File: config.mk
export PLATFORM = sky130hd
export DESIGN_NAME = uart_byte_rx
export DESIGN_NICKNAME = d
export VERILOG_FILES = /design/src/rtl/uart_pkg.sv /design/src/rtl/uart_rx_sync.sv /design/src/rtl/uart_byte_rx.sv
export SDC_FILE = /design/constraint.sdc
export NUM_CORES = 1
export LEC_CHECK = 0
export BUFFER_PORTS_ARGS = -buffer_cell sky130_fd_sc_hd__buf_4
export CORE_AREA = 4 4 47 91
export DETAILED_ROUTE_END_ITERATION = 10
export DIE_AREA = 0 0 51 95
export PLACE_DENSITY_LB_ADDON = 0.15
export SLEW_MARGIN = 20
export SYNTH_ARGS = -nofsm -noshare
export SYNTH_HDL_FRONTEND = slang
export SYNTH_HIERARCHICAL = 1
export SYNTH_SLANG_ARGS = --single-unit
File: constraint.sdc
create_clock -name clock_system -period 5.9 [get_ports clock_system]
set_input_delay 0.295 -clock clock_system [delete_from_list [all_inputs] [get_ports clock_system]]
set_output_delay 0.295 -clock clock_system [all_outputs]
set_load 0.02 [all_outputs]
File: src/rtl/uart_pkg.sv
// Shared UART definitions: bit timing default, data width and the
// receiver state encoding reused by later UART blocks.
package uart_pkg;

  localparam int CLKS_PER_BIT_DEFAULT = 1250;
  localparam int UART_DATA_BITS = 8;

  typedef enum logic [1:0] {
    IDLE,
    START,
    DATA,
    STOP
  } uart_rx_state_t;

endpackage

File: src/rtl/uart_rx_sync.sv
// Two-flop resynchronizer for the serial line plus a previous-value
// register; fall pulses for one cycle on a synchronized high-to-low step.
module uart_rx_sync (
  input  logic clock_system,
  input  logic rstn,
  input  logic rx,
  output logic sync,
  output logic fall
);

  logic meta;
  logic prev;

  always_ff @(posedge clock_system or negedge rstn) begin
    if (!rstn) begin
      meta <= 1'b1;
      sync <= 1'b1;
      prev <= 1'b1;
    end else begin
      meta <= rx;
      sync <= meta;
      prev <= sync;
    end
  end

  assign fall = prev & ~sync;

endmodule

File: src/rtl/uart_byte_rx.sv
// 8N1 UART byte receiver with mid-bit sampling and one-cycle strobes.
// Define UART_RX_MAJORITY_EN for a 2-of-3 vote at each sample point.
module uart_byte_rx
  import uart_pkg::*;
#(
  parameter int CLKS_PER_BIT = CLKS_PER_BIT_DEFAULT,
  parameter int CNT_W = 16
) (
  input  logic                      clock_system,
  input  logic                      rstn,
  input  logic                      rx,
  input  logic                      en,
  output logic [UART_DATA_BITS-1:0] data_out,
  output logic                      data_valid,
  output logic                      frame_err,
  output logic                      busy
);

  localparam logic [CNT_W-1:0] BIT_LAST =
    CNT_W'(CLKS_PER_BIT - 1);

  logic sync;
  logic fall;
  logic bit_val;

  uart_rx_sync u_sync (
    .clock_system(clock_system),
    .rstn(rstn),
    .rx(rx),
    .sync(sync),
    .fall(fall)
  );

`ifdef UART_RX_MAJORITY_EN
  // Start decision one cycle later shifts every later decision too.
  localparam logic [CNT_W-1:0] HALF_LAST =
    CNT_W'(CLKS_PER_BIT / 2);

  logic [1:0] hist;

  always_ff @(posedge clock_system or negedge rstn) begin
    if (!rstn) hist <= 2'b11;
    else hist <= {hist[0], sync};
  end

  assign bit_val = (hist[1] & hist[0]) |
                   (hist[1] & sync) |
                   (hist[0] & sync);
`else
  localparam logic [CNT_W-1:0] HALF_LAST =
    CNT_W'(CLKS_PER_BIT / 2 - 1);

  assign bit_val = sync;
`endif

  uart_rx_state_t state;
  logic [CNT_W-1:0] cnt;
  logic [2:0] idx;
  logic [UART_DATA_BITS-1:0] shreg;

  always_ff @(posedge clock_system or negedge rstn) begin
    if (!rstn) begin
      state      <= IDLE;
      cnt        <= '0;
      idx        <= '0;
      shreg      <= '0;
      data_out   <= '0;
      data_valid <= 1'b0;
      frame_err  <= 1'b0;
      busy       <= 1'b0;
    end else begin
      data_valid <= 1'b0;
      frame_err  <= 1'b0;
      if (!en) begin
        state <= IDLE;
        cnt   <= '0;
        idx   <= '0;
        busy  <= 1'b0;
      end else begin
        unique case (state)
          IDLE: begin
            if (fall) begin
              state <= START;
              cnt   <= '0;
              busy  <= 1'b1;
            end
          end
          START: begin
            if (cnt == HALF_LAST) begin
              cnt <= '0;
              if (!bit_val) begin
                state <= DATA;
                idx   <= '0;
              end else begin
                state <= IDLE;
                busy  <= 1'b0;
              end
            end else begin
              cnt <= cnt + 1'b1;
            end
          end
          DATA: begin
            if (cnt == BIT_LAST) begin
              cnt   <= '0;
              shreg <= {bit_val, shreg[7:1]};
              if (idx == 3'd7) state <= STOP;
              else idx <= idx + 1'b1;
            end else begin
              cnt <= cnt + 1'b1;
            end
          end
          STOP: begin
            if (cnt == BIT_LAST) begin
              cnt   <= '0;
              state <= IDLE;
              busy  <= 1'b0;
              if (bit_val) begin
                data_out   <= shreg;
                data_valid <= 1'b1;
              end else begin
                frame_err  <= 1'b1;
              end
            end else begin
              cnt <= cnt + 1'b1;
            end
          end
          default: state <= IDLE;
        endcase
      end
    end
  end

endmodule

# Yosys cells after proc, flatten, opt, wreduce, memory -nomap -nowiden
# Index checks and enable logic that the tools add are counted.
# totals
word_cells,71
output_inout_bits,11
register_bits,43
inputBits,4
# classes
n_reduce_logical,7
addsub,2
bitwise,2
eq_ne,16
n_mux,33
# op_table
operator,n
16-bit 2-to-1 mux,4
16-bit one-hot mux with 3 select lines,1
"3-bit inequality test, second input constant",7
"16-bit by 1-bit adder with 16-bit output, second input constant",1
"16-bit by 10-bit equality test with 1-bit output, second input constant",1
"16-bit by 11-bit equality test with 1-bit output, second input constant",1
3-bit 2-to-1 mux,5
5-bit AND reduction,3
2-bit 2-to-1 mux,7
1-bit 2-to-1 mux,13
2-bit one-hot mux with 4 select lines,1
3-bit one-hot mux with 2 select lines,1
"2-bit equality test, second input constant",2
"4-bit by 1-bit inequality test with 1-bit output, second input constant",1
4-bit AND reduction,1
"3-bit by 1-bit adder with 3-bit output, second input constant",1
"3-bit equality test, second input constant",1
"3-bit by 1-bit inequality test with 1-bit output, second input constant",1
"3-bit by 2-bit inequality test with 1-bit output, second input constant",1
1-bit one-hot mux with 3 select lines,1
3-bit AND reduction,1
"2-bit by 1-bit equality test with 1-bit output, second input constant",1
2-bit zero test,1
2-bit OR reduction,1
2 further kinds,2

# Logic depth before layout (Yosys ltp)
# Gate-level depths: netlist of run 1.
# depth
depth_word,5
depth_mapped,8
ltp_nobuf,7

# Hierarchy
# The synthesis of run 1 kept the hierarchy.
# modules_own_cells
module,n_inst,cells_per_inst,seq_area_each_um2,area_per_inst_um2
uart_byte_rx,1,172,1001.0,2006.9
uart_rx_sync,1,4,78.8,92.6

# Worst setup path after synthesis of run 1
# Ideal clock, no wire load.
# synth_path
kind,reg-to-reg
start,register cnt[0]
end,register busy
setup_time_ps,125
stages_incl_launch_ff,8
t_required_ps,5775
slack_ps,3985
period_less_slack_ps,1915
arrival_ps,1791
n_path_buf,0
path_cell_list,dfrtp_1 -> inv_1 -> ha_1 -> nor4bb_1 -> and4_2 -> nor2_2 -> nor4bb_1 -> mux2_2
# synth_via
elab_chain_len,3
word_cells_on_any_way,5
cone_classes,eq/ne (4); reduce/logical (1)
# synth_lines
element,line,rtl
start: declaration,uart_byte_rx.sv:57,logic [CNT_W-1:0] cnt;
start signal: assignment,uart_byte_rx.sv:99,cnt <= cnt + 1'b1;
start signal: assignment,uart_byte_rx.sv:109,cnt <= cnt + 1'b1;
start signal: assignment,uart_byte_rx.sv:124,cnt <= cnt + 1'b1;
16-bit by 11-bit equality test with 1-bit output or 16-bit by 10-bit equality test with 1-bit output (tied branches),"uart_byte_rx.sv:113, uart_byte_rx.sv:89",
3-bit inequality test (no source line),n/a,
5-bit AND reduction (no source line) (*),n/a,
end signal: assignment,uart_byte_rx.sv:85,busy <= 1'b1;
end signal: assignment,uart_byte_rx.sv:96,busy <= 1'b0;
end signal: assignment,uart_byte_rx.sv:116,busy <= 1'b0;
end: declaration,uart_byte_rx.sv:16,output logic busy
# Mark *: on every way between the ends. The rest lies on a longest branch, timed or not.
# A chain may end at the register's enable or synchronous reset.

# Worst setup path after layout of run 1
# layout_path
start,register cnt[1]
end,register data_out[5]
# layout_via
elab_chain_len,2
# layout_lines
element,line,rtl
16-bit by 11-bit equality test with 1-bit output,uart_byte_rx.sv:113,if (cnt == BIT_LAST) begin
4-bit AND reduction (no source line),n/a,
end signal: assignment,uart_byte_rx.sv:118,data_out <= shreg;
end: declaration,uart_byte_rx.sv:13,"output logic [UART_DATA_BITS-1:0] data_out,"
# Every way passes these cells.

==> results by group, run 1 <==
Power
  – Pwr/cell area: 285.6 nW/um^2
  – Maximum vdd drop: 0.2319 mV
  – Lkg Pwr: 1.113 nW

Placed design
  – Hpwl dp: 2850 um
  – PortBufs: 14
  – Routability cong.: 0.8139
  – Cells after DPL: 234

CTS
  – Clock root buffer: clkbuf_8
  – # clock sinks: 43
  – CTS tree: done
  – Clock buffer depth: 2
  – Max H-tree Level: 2
  – CTS Buf Count: 5
  – Latest clock arrival within the worst-skew pair: 0.30 ns
  – Hold_buf cts: 1
  – Clock Pin Slew Worst Setup and Hold Paths: 0.08 ns
  – Post-CTS sizing: 0
  – Post-CTS setup buffer count: 0

Setup path
  – RR Endpoint: data_out[5]$_DFFE_PN0P_
  – Reg2reg setup slack: 3.61 ns
  – CP startpoint kind: flip-flop
  – CP Cell Sequence: inv_1 -> ha_1 -> and4bb_2 -> nand4_2 -> nor3_4 -> mux2_2
  – CP endpoint kind: flip-flop
  – Crit-path max FO: 12
  – Required time worst endpoint: 6.08 ns
  – Register-to-Register Path Depth: 6
  – Setup CP Type: reg2reg
  – Family with the most delay on the worst path: simple AND/OR/NAND/NOR gates
  – Max incr delay on CP: 0.53 ns
  – Worst Path Arrival: 2.47 ns
  – CP max stage cell: nor3_4
  – Worst Path Buf+Inv: 1
  – R2R Path Start: cnt[1]$_DFFE_PN0P_

Synthesis
  – Synthesis Warnings: 6
  – Post-synthesis instance total: 176
  – Synthesized flop and latch total: 43
  – FFs w/ async S/R, synth: 100.0%
  – Cell area after synthesis: 2100 um^2
  – Ys flop type: dfrtp_1
  – Mean Syn Cell Area: 11.93 um^2
  – Sequential share of the synthesized area: 51.43%
  – Post-synth EDFFs: 0
  – Cell variety after synth: 48
  – Mapped Nets: 185

Floorplanning
  – Die area: 4845 um^2
  – Placement row count: 31
  – Initial Util: 58.20%
  – Die height: 95 um
  – Core box area: 3607 um^2
  – DIE WIDTH: 51 um
  – # IOs: 15

Global routing
  – First-pass GRT wire length: 6824 um
  – GRT Residual Overflow: 0
  – Largest net degree at the start of global routing: 44
  – Initial antenna violation count: 0
  – Vias in the first global route: 1479
  – Total track usage: 18.63%

STA
  – Final TNS setup: 0 ns
  – Final period util: 38.81%
  – Min cycle time layout: 2.290 ns
  – Worst Tran Pin Value: 0.7429 ns
  – Final setup vio count: 0
  – Slew margin rel.: 50.38%
  – Pins Over Slew Limit: 0
  – Final hold vios: 0
  – Max Clock Skew: 0.01107 ns
  – RSZ-0062 raised after global routing: false
  – Max Freq: 0.4368 GHz

Cells and area
  – Number of standard cells in the final layout excluding fillers: 243
  – Nets: 202
  – Layout cells sized above 1: 28.87%
  – Commonest cells after routing, fill and taps aside: 40 x dfrtp_1, 16 x nor2_1, 15 x mux2_2, 14 x buf_4, 10 x nand2_1
  – Diodes inserted: 0
  – Commonest non-fill, non-tap cell in the layout: dfrtp_1
  – Area grow syn2layout: 11.08%

Flow run
  – Max_cap viols: 0

Run status
  – Run status: finished, final reports clean

Drt
  – DR pass1 iterations: 4
  – Vias: 1412
  – WL/cell: 16.07 um
  – Detailed Route Iter0 Violations: 29
  – Post-DRT Antenna Nets: 0
  – DR vias/cell: 5.811
  – Final WL: 3905 um
  – Number of remaining DRC errors: 0

Hold path
  – Hold Crit Depth: 1
  – Tightest Hold Check Type: in2reg
  – Hold Path Origin: rx
  – WHS Endpoint: u_sync/meta$_DFF_PN1_
-- sequential cells by signal (all words and copies together) (netlist names) --
| signal | cells |
|---|---|
| data_valid | 1 |
| busy | 1 |
| u_sync/prev | 1 |
| state | 2 |
| u_sync/sync | 1 |
| idx | 3 |
| shreg | 8 |
| data_out | 8 |
| u_sync/meta | 1 |
| cnt | 16 |
| frame_err | 1 |
-- logic make-up (layout without fill, tap and decap cells) --
group,after synthesis,in the layout,share of synthesized area [%]
simple gates,67,67,21.51
flops,43,43,51.43
compound gates,22,22,7.687
mux,18,18,9.595
xor+xnor,11,11,4.589
buf+inv,10,28,2.205
fa+ha+maj,5,5,2.980
-- how the worst max path moves through the flow --
| stage | to | start | slack (ns) | cells after the start |
|---|---|---|---|---|
| 3_3_place_gp | data_out[2]$_DFFE_PN0P_ | cnt[1]$_DFFE_PN0P_ | 3.70 | 6 |
| 3_5_place_dp | data_out[1]$_DFFE_PN0P_ | cnt[1]$_DFFE_PN0P_ | 3.62 | 6 |
| 6_report | data_out[5]$_DFFE_PN0P_ | cnt[1]$_DFFE_PN0P_ | 3.61 | 6 |
| 4_1_cts | data_out[5]$_DFFE_PN0P_ | cnt[1]$_DFFE_PN0P_ | 3.59 | 6 |
| 5_1_grt | cnt[9]$_DFFE_PN0P_ | cnt[1]$_DFFE_PN0P_ | 3.42 | 6 |
| 2_1_floorplan | busy$_DFFE_PN0P_ | cnt[0]$_DFFE_PN0P_ | 3.98 | 7 |
-- power by group --
group	internal (W)	leakage (nW)	switching, W
Sequential	0.000313	0.585	0.0000267
Combinational	0.0000576	0.481	0.0000909
Clock	0.0000810	0.0477	0.0000973
Total	0.000451	1.11	0.000215
-- routing by layer --
layer	global-route usage [%]	wire length [um]
met4	8.539	67
met2	33.19	2267
met5	0	0
met1	20.65	1434
met3	3.791	135
-- per-stage QoR --
step / area (um^2) / hold WS (ns) / setup slack, ns / util (%) / power [W]
finish: 2332 / 0.1115 / 3.610 / 64.65 / 0.0006662
global route: 2332 / 0.09735 / 3.418 / 64.65 / 0.0007039
CTS: 2332 / 0.1039 / 3.590 / 64.65 / 0.0006737
detailed placement: 2238 / 0.3136 / 3.621 / 62.05 / 0.0004922
global placement: 2238 / 0.2971 / 3.705 / 62.05 / 0.0004823
floorplan: 2100 / -0.0005911 / 3.985 / - / 0.0004556
-- synthesized netlist by cell type, types with 4 or more instances --
cell type / count / area (um^2)
mux2_2: 15 / 168.9
xor2_1: 7 / 61.31
nand2_1: 10 / 37.54
dfrtp_1: 40 / 1001
o21ai_0: 5 / 25.02
inv_1: 5 / 18.77
and3_1: 4 / 25.02
ha_1: 5 / 62.56
xnor2_1: 4 / 35.03
nand3_1: 9 / 45.04
nor2_1: 16 / 60.06
-- layout make-up --
cell class                 instances  area (um^2)
inverter                           5        18.77
multi-input combinational        123        973.4
sequential                        43         1080
clock inverter                     3        15.01
clock buffer                       5        68.82
timing repair buffer              15        115.1
tap                               49        61.31
fill                             294         1275
Power figures use the tool's default switching activity.
==> run 2: changes to the inputs <==
- CORE_AREA: 4 4 47 91 -> 4 4 48 92
- DIE_AREA: 0 0 51 95 -> 0 0 52 96
- clock period: 5.9 -> 2.3 ns (I/O delays scaled with it)
==> run 2 against run 1 <==
Against the previous run:
- global-route usage is 0.13 points higher
- critical endpoint unchanged
- power grew to 2.6 times the previous value
- clock power rose to 2.7 times the previous value
- highest routed layer unchanged
==> results by group, run 2 (synthesis results as in run 1) <==
Cells and area
  – Filler cells: 309 (+5.1%)
  – Commonest cells after routing, fill and taps aside: 40 x dfrtp_1, 17 x buf_4, 16 x nor2_1, 15 x mux2_2, 10 x nand2_1
  – FF/Latch Area: 1080 um^2 (unchanged)
  – Number of standard cells in the final layout excluding fillers: 247 (+1.6%)
  – Nets: 206 (+2.0%)
  – Area grow syn2layout: 13.11%
  – Largest regs: cnt x16, data_out x8, shreg x8
  – Max reg flops: 16 (unchanged)
  – Top reg by flops: cnt
  – Diodes inserted: 0 (unchanged)
  – Commonest non-fill, non-tap cell in the layout: dfrtp_1
  – Layout cells sized above 1: 29.80% (+0.93 points)
  – Footprint of the multi-input gates: 974.7 um^2 (+0.13%)

Floorplanning
  – # IOs: 15 (unchanged)
  – DIE WIDTH: 52 um (+2.0%)
  – Initial Util: 56.98% (-1.2 points)
  – Core box area: 3685 um^2 (+2.2%)
  – Die area: 4992 um^2 (+3.0%)
  – Die height: 96 um (+1.1%)
  – Placement row count: 31 (unchanged)

Power
  – Lkg Pwr: 1.125 nW (+1.1%)
  – Power Total: 0.001748 W (+160%)
  – Maximum vdd drop: 0.6228 mV (+170%)
  – Pwr/cell area: 736.2 nW/um^2 (+160%)

Placed design
  – Hpwl dp: 3034 um (+6.4%)
  – Cells after DPL: 237 (+1.3%)
  – PortBufs: 14 (unchanged)
  – Routability cong.: 0.8132 (about the same)

Drt
  – Detailed Route Iter0 Violations: 24 (-17%)
  – DR vias/cell: 5.761 (-0.85%)
  – DR pass1 iterations: 4 (unchanged)
  – WL met1: 1386 um (-3.3%)
  – Highest Signal Layer: met4
  – WL/cell: 15.88 um (-1.2%)
  – Final WL: 3922 um (+0.44%)
  – Met3 Wirelength: 93 um (-31%)
  – Number of remaining DRC errors: 0 (unchanged)
  – Metal2 WL: 2293 um (+1.1%)
  – Post-DRT Antenna Nets: 0 (unchanged)
  – Vias: 1423 (+0.78%)

Setup path
  – R2R Path Start: cnt[1]$_DFFE_PN0P_
  – Worst Path Arrival: 2.29 ns (-0.18 ns)
  – Reg2reg setup slack: 0.19 ns (-3.42 ns)
  – Setup CP Type: reg2reg
  – Required time worst endpoint: 2.48 ns (-3.60 ns)
  – CP endpoint kind: flip-flop
  – CP startpoint kind: flip-flop
  – Register-to-Register Path Depth: 6 (unchanged)
  – RR Endpoint: data_out[5]$_DFFE_PN0P_
  – Crit-path max FO: 9 (-3)

CTS
  – CTS Buf Count: 5 (unchanged)
  – Clock root buffer: clkbuf_8
  – Clock buffer depth: 2 (unchanged)
  – # clock sinks: 43 (unchanged)
  – Post-CTS setup buffer count: 0 (unchanged)
  – Clock Pin Slew Worst Setup and Hold Paths: 0.09 ns (about the same)
  – CTS tree: done
  – Latest clock arrival within the worst-skew pair: 0.29 ns (about the same)
  – Max H-tree Level: 2 (unchanged)

Global routing
  – Vias in the first global route: 1523 (+3.0%)
  – Total track usage: 18.76% (+0.13 points)
  – First-pass GRT wire length: 6900 um (+1.1%)
  – GRT Residual Overflow: 0 (unchanged)
  – Initial antenna violation count: 0 (unchanged)
  – Largest net degree at the start of global routing: 44 (unchanged)

STA
  – Final TNS setup: 0 ns (unchanged)
  – Slew margin rel.: 62.01% (+12 points)
  – Max Clock Skew: 0.006371 ns (-0.004694 ns)
  – Min cycle time layout: 2.106 ns (-0.1838 ns)
  – Pins Over Slew Limit: 0 (unchanged)
  – Final setup vio count: 0 (unchanged)
  – RSZ-0062 raised after global routing: false
  – Max Freq: 0.4749 GHz (+8.7%)
  – Worst Tran Pin Value: 0.5647 ns (-0.1782 ns)
  – Final hold vios: 0 (unchanged)
  – Final period util: 91.55% (+53 points)

Run status
  – Run status: finished, final reports clean

Hold path
  – Hold Crit Depth: 3 (+2)
  – WHS Endpoint: state[0]$_DFFE_PN0P_
  – Tightest Hold Check Type: in2reg
  – Hold Path Origin: en

Flow run
  – Max_cap viols: 0 (unchanged)
## run 2: cell types whose count changed in the layout (fill, tap and decap cells not counted), sizes merged
cell	change
clkinvlp	+2
buf	+3
clkinv	-3
inv	+1
dlygate4sd3	+1
## run 2: worst max-delay path: stages (launching register included)
cell and delay, ns:
dfrtp_1 0.41, inv_1 0.10, ha_1 0.14, and4bb_2 0.23, nand4_2 0.25, nor3_4 0.48
mux2_2 0.39
## run 2: stage by stage
step | util, % | hold WS (ns) | setup slack (ns) | instance area (um^2)
2_1_floorplan | - | -0.1806 | 0.3848 | 2100
3_3_place_gp | 61.36 | 0.1238 | 0.2124 | 2261
3_5_place_dp | 61.36 | 0.1335 | 0.1891 | 2261
4_1_cts | 64.41 | 0.1663 | 0.1832 | 2374
5_1_grt | 64.45 | 0.2218 | 0.01475 | 2375
6_report | 64.45 | 0.1729 | 0.1943 | 2375
## run 2: how the worst max path moves through the flow
stage	from	end	slack (ns)	cells past startpoint
final	cnt[1]$_DFFE_PN0P_	data_out[5]$_DFFE_PN0P_	0.19	6
after detailed placement	cnt[1]$_DFFE_PN0P_	data_out[5]$_DFFE_PN0P_	0.19	6
after floorplan	cnt[0]$_DFFE_PN0P_	busy$_DFFE_PN0P_	0.38	7
after CTS	cnt[1]$_DFFE_PN0P_	data_out[5]$_DFFE_PN0P_	0.18	6
after global placement	cnt[0]$_DFFE_PN0P_	busy$_DFFE_PN0P_	0.21	7
after global routing	cnt[0]$_DFFE_PN0P_	busy$_DFFE_PN0P_	0.01	7
## run 2: layout make-up
class                      instances  area share (%)
sequential                        43           45.47
multi-input combinational        123           41.04
timing repair buffer              19           6.217
clock buffer                       5           2.898
tap                               49           2.582
clock inverter                     3           1.001
inverter                           5          0.7903
## run 2: power by group
group / switching (W) / leakage, nW / total [W] / internal, W
logic: 0.000230 / 0.499 / 0.000396 / 0.000166
registers: 0.0000707 / 0.585 / 0.000872 / 0.000802
clock network: 0.000263 / 0.0408 / 0.000480 / 0.000217
total: 0.000564 / 1.13 / 0.00175 / 0.00118
## run 2: metal layers
| layer | vias up | track usage (%) |
|---|---|---|
| met5 | - | 0 |
| met1 | 707 | 19.69 |
| li1 | 674 | - |
| met3 | 16 | 3.411 |
| met4 | 0 | 10.72 |
| met2 | 26 | 33.72 |
## run 2: timing repair
item	4_1_cts	5_1_grt
endpoints found under the hold margin	41	0
endpoints found under the setup margin	0	1
hold buffers	2	0
gates resized for setup	0	1
